File: src/rtl/pattern_scan_ctrl.sv
// Word-to-serial sequencing controller for an overlapping 4-bit pattern detector.
// Words are accepted in IDLE, shifted out MSB-first, then a one-cycle DONE pulse.
module pattern_scan_ctrl #(
    parameter int WORD_W = 8,
    parameter int CNT_W  = 4
) (
    input  logic              clk,
    input  logic              n_rst,
    input  logic              clear,
    input  logic              cfg_load,
    input  logic [3:0]        cfg_pattern,
    input  logic              in_valid,
    output logic              in_ready,
    input  logic [WORD_W-1:0] in_data,
    output logic              busy,
    output logic              done,
    output logic              match,
    output logic [CNT_W-1:0]  match_count
);

    localparam int IDX_W = $clog2(WORD_W);

    typedef enum logic [1:0] {
        ST_IDLE,
        ST_SHIFT,
        ST_DONE
    } state_t;

    state_t             state;
    logic [WORD_W-1:0]  sreg;
    logic [IDX_W-1:0]   bit_idx;
    logic [2:0]         hist;
    logic [1:0]         fill;
    logic [3:0]         pattern;
    logic               bit_in;
    logic               match_now;

    assign bit_in    = sreg[WORD_W-1];
    assign match_now = (fill == 2'd3) && ({hist, bit_in} == pattern);

    assign in_ready = (state == ST_IDLE);
    assign busy     = (state != ST_IDLE);

    always_ff @(posedge clk or negedge n_rst) begin
        if (!n_rst) begin
            state       <= ST_IDLE;
            sreg        <= '0;
            bit_idx     <= '0;
            hist        <= '0;
            fill        <= '0;
            pattern     <= 4'b1101;
            match       <= 1'b0;
            done        <= 1'b0;
            match_count <= '0;
        end else if (clear) begin
            // pattern is deliberately kept across a flush
            state       <= ST_IDLE;
            bit_idx     <= '0;
            hist        <= '0;
            fill        <= '0;
            match       <= 1'b0;
            done        <= 1'b0;
            match_count <= '0;
        end else begin
            match <= 1'b0;
            done  <= 1'b0;
            case (state)
                ST_IDLE: begin
                    if (cfg_load) begin
                        pattern <= cfg_pattern;
                        hist    <= '0;
                        fill    <= '0;
                    end
                    if (in_valid) begin
                        sreg    <= in_data;
                        bit_idx <= '0;
                        state   <= ST_SHIFT;
                    end
                end
                ST_SHIFT: begin
                    sreg <= {sreg[WORD_W-2:0], 1'b0};
                    hist <= {hist[1:0], bit_in};
                    if (fill != 2'd3) fill <= fill + 2'd1;
                    if (match_now) begin
                        match <= 1'b1;
                        if (match_count != '1) match_count <= match_count + CNT_W'(1);
                    end
                    if (bit_idx == IDX_W'(WORD_W - 1)) begin
                        state <= ST_DONE;
                        done  <= 1'b1;
                    end else begin
                        bit_idx <= bit_idx + IDX_W'(1);
                    end
                end
                ST_DONE: state <= ST_IDLE;
                default: state <= ST_IDLE;
            endcase
        end
    end

endmodule

File: config.mk
export PLATFORM = sky130hd
export DESIGN_NAME = pattern_scan_ctrl
export DESIGN_NICKNAME = d
export VERILOG_FILES = /design/src/rtl/pattern_scan_ctrl.sv
export SDC_FILE = /design/constraint.sdc
export NUM_CORES = 1
export LEC_CHECK = 0
export CAP_MARGIN = 20
export CORE_MARGIN = 2
export CORE_UTILIZATION = 37
export DETAILED_ROUTE_END_ITERATION = 10
export GPL_TIMING_DRIVEN = 1
export SETUP_SLACK_MARGIN = 0.15
export SLEW_MARGIN = 20
export SYNTH_ARGS = -nofsm -noshare
export SYNTH_HDL_FRONTEND = slang
export SYNTH_SLANG_ARGS = --single-unit
export TNS_END_PERCENT = 10
File: constraint.sdc
create_clock -name clk -period 1.75 [get_ports clk]
set_input_delay 0.35 -clock clk [delete_from_list [all_inputs] [get_ports clk]]
set_output_delay 0.35 -clock clk [all_outputs]
set_load 0.03 [all_outputs]
==> results.json <==
{
  "grt_pass1_wl_um": 4700,
  "htreeDepth": 1,
  "synthAdderAreaFrac": 0.0362,
  "synth_warnings": 0,
  "regToRegSetupSlack_ns": 0.10,
  "cts-root-buf": "clkbuf_8",
  "hpwl_um": 2010,
  "post-route-period-util": 0.941,
  "io_pins": 25,
  "muxShareOfSynthArea": 0.126,
  "path_class": "flip-flop to flip-flop",
  "antenna_found_initial": 0,
  "required_ns": 1.91,
  "finalSetupViolCount": 0,
  "pre_cts_slack_ns": -0.00208,
  "power_density_nw_per_um2": 827,
  "fin_skew_ns": 0.00787,
  "grt_pass1_vias": 1028,
  "dieArea_um2": 4240,
  "chipHeight_um": 65.1,
  "area_delta_synth_final_pct": 32.2,
  "rsz0062_at_grt": "yes",
  "startpoint_type": "flip-flop",
  "cts_tree": "built",
  "crit_buf_inv": 0,
  "initial_core_util": 0.380,
  "wl_um": 2630,
  "holdBufCountCts": 0,
  "p_leak_uw": 0.000902,
  "path_cells": "xor2_1 -> nor4_4 -> nand4_2 -> mux2_4",
  "drc_errors": 0,
  "hold_path.class": "input port to asynchronous set/reset pin",
  "status": "finished clean",
  "first_pass_iters": 4,
  "hold_viol": 0,
  "synth_xor_area_frac": 0.0254,
  "ys_seq_elements": 28,
  "grt_max_degree": 29,
  "critical_path_arrival_ns": 1.81,
  "yosysUniqueCellTypes": 34,
  "clk_pin_slew_worst_paths_ns": 0.10,
  "cts_buffer_depth": 2,
  "num_vias": 966,
  "avgSynthCellArea_um2": 11.3,
  "syn-cell-area_um2": 1380,
  "die_w_um": 65.1,
  "whs_ns": 0.441,
  "path_delay_family": "simple AND/OR/NAND/NOR gates",
  "tightest_slew_ns": 0.409,
  "max_stage_delay_ns": 0.54,
  "cts_num_sinks": 28,
  "cts-buffers-inserted": 3,
  "grt_use_total": 0.142,
  "fin_nets": 175,
  "synth_top_family_by_area": "simple AND/OR/NAND/NOR gates",
  "yosys.area_share.simple": 0.160,
  "core_um2": 3630,
  "rows": 22,
  "path_max_fanout": 5,
  "wire_per_inst_um": 13.1,
  "drv_cap": 0,
  "port_buffers": 24,
  "slew_viol_final": 0,
  "worstSetupEndpointType": "flip-flop",
  "clk_latency_ns": 0.27,
  "relSlewSlack": 0.726,
  "viasPerCell": 4.81,
  "netlist_instances": 122,
  "cp.depth": 4,
  "synth_fp_nets": 143,
  "post-cts-setup-buffer-count": 0,
  "layout-drive-gt1-share": 0.190,
  "synth_compound_area_frac": 0.118,
  "grt-ovfl-total": 0,
  "antenna_left": 0,
  "r2r_end": "match_count[0]",
  "fillers": 351,
  "yosysSeqAreaShare": 0.510,
  "gp_congestion": 0.699,
  "worst_r2r_path_depth": 4,
  "peakVddDrop_uv": 396,
  "timing.fmax_ghz": 0.607,
  "period_minus_slack_ns": 1.65,
  "cpMaxStageDelayCell": "dfstp_2",
  "drtIter0Drc": 48,
  "fin_ws_ns": 0.103,
  "diodes": 0,
  "worstReg2RegStart": "pattern[0]"
}
## state kept, by name, indices dropped and copies added (netlist names)
register     flops
hist             3
state            2
bit_idx          3
pattern          4
sreg             8
fill             2
done             1
match_count      4
match            1
## area by class of cell
class | instances | area [um^2] | area share
Tap cell | 48 | 60.1 | 0.0329
Timing Repair Buffer | 32 | 317 | 0.173
Clock inverter | 1 | 30.0 | 0.0164
Inverter | 3 | 11.3 | 0.00616
Sequential cell | 28 | 704 | 0.386
Clock buffer | 3 | 41.3 | 0.0226
Multi-Input combinational cell | 86 | 663 | 0.363
## layer usage
| metal | global-route usage | vias to the layer above | part of all wire |
|---|---|---|---|
| met2 | 0.238 | 8 | 0.51 |
| met1 | 0.188 | 464 | 0.46 |
| met4 | 0.0469 | 0 | 0.0053 |
| met5 | 0 | - | 0 |
| met3 | 0.0205 | 2 | 0.021 |
| li1 | - | 492 | - |
## worst max path at each step
stage | start | to | slack (ns)
2_1_floorplan | pattern[0] | match_count[0] | 0.21
6_report | pattern[0] | match_count[0] | 0.10
3_5_place_dp | clear | pattern[1] | -0.002
3_3_place_gp | clear | pattern[1] | 0.06
4_1_cts | match_count[0] | match_count[0] | 0.009
5_1_grt | pattern[0] | match_count[0] | 0.009
## cells in the final DEF, fill, tap and decap left out, drive strengths merged, types with 4 or more instances in the layout
master	instances
buf	9
ha	4
dlymetal6s2s	5
mux2i	8
dfrtp	25
mux2	8
a22oi	5
nand2b	5
o21ai	9
xor2	4
nand2	9
nor2	9
clkbuf	4
clkdlybuf4s50	16
## through the flow
stage / cell area (um^2) / total power (uW) / util / TNS, ns / std cells
after floorplan: 1380 / 914 / - / 0 / 122
after global placement: 1730 / 1010 / 0.477 / 0 / 197
after detailed placement: 1730 / 1030 / 0.477 / -0.00208 / 197
after CTS: 1800 / 1530 / 0.496 / 0 / 201
after global routing: 1830 / 1610 / 0.503 / 0 / 201
final: 1830 / 1510 / 0.503 / 0 / 201
## Yosys cell counts (all sizes together)
library cell	number	share of area
nand4	2	0.014
dfrtp	25	0.45
nor2b	3	0.014
a21boi	1	0.0054
nand2	9	0.024
ha	4	0.036
dfstp	3	0.057
a22o	3	0.019
a21o	1	0.0063
nor3	1	0.0036
o21ai	9	0.033
nand3	3	0.011
xor2	4	0.025
a22oi	5	0.027
a21oi	3	0.011
nor3b	3	0.020
mux2i	8	0.058
o21bai	1	0.0054
a2111oi	1	0.011
nand2b	5	0.023
nor2	9	0.024
mux2	8	0.068
clkbuf	1	0.0027
or2	1	0.0045
buf	4	0.014
nor4	1	0.015
inv	3	0.0082
and4b	1	0.0072
## power by group
group	internal (uW)	switching, uW	total, uW
logic	130	129	259
clock network	306	194	500
registers	715	36.2	751
## logic make-up after synthesis
logic type | count (synthesis)
AO/OA/AOI/OAI | 24
XOR/XNOR | 4
adder cells (fa/ha/maj) | 4
buffers and inverters | 8
flip-flops | 28
multiplexers | 16
AND/OR/NAND/NOR | 38
## worst reg2reg max path, stage by stage, from the launching register on
cell	delay, ns
dfstp_2	0.54
xor2_1	0.09
nor4_4	0.39
nand4_2	0.19
mux2_4	0.32
## what timing repair did
action | 4_1_cts | 5_1_grt
cloned | 0 | 0
resized for setup | 2 | 11
setup endpoints to repair | 10 | 9
(Power assumes the default switching activity.)
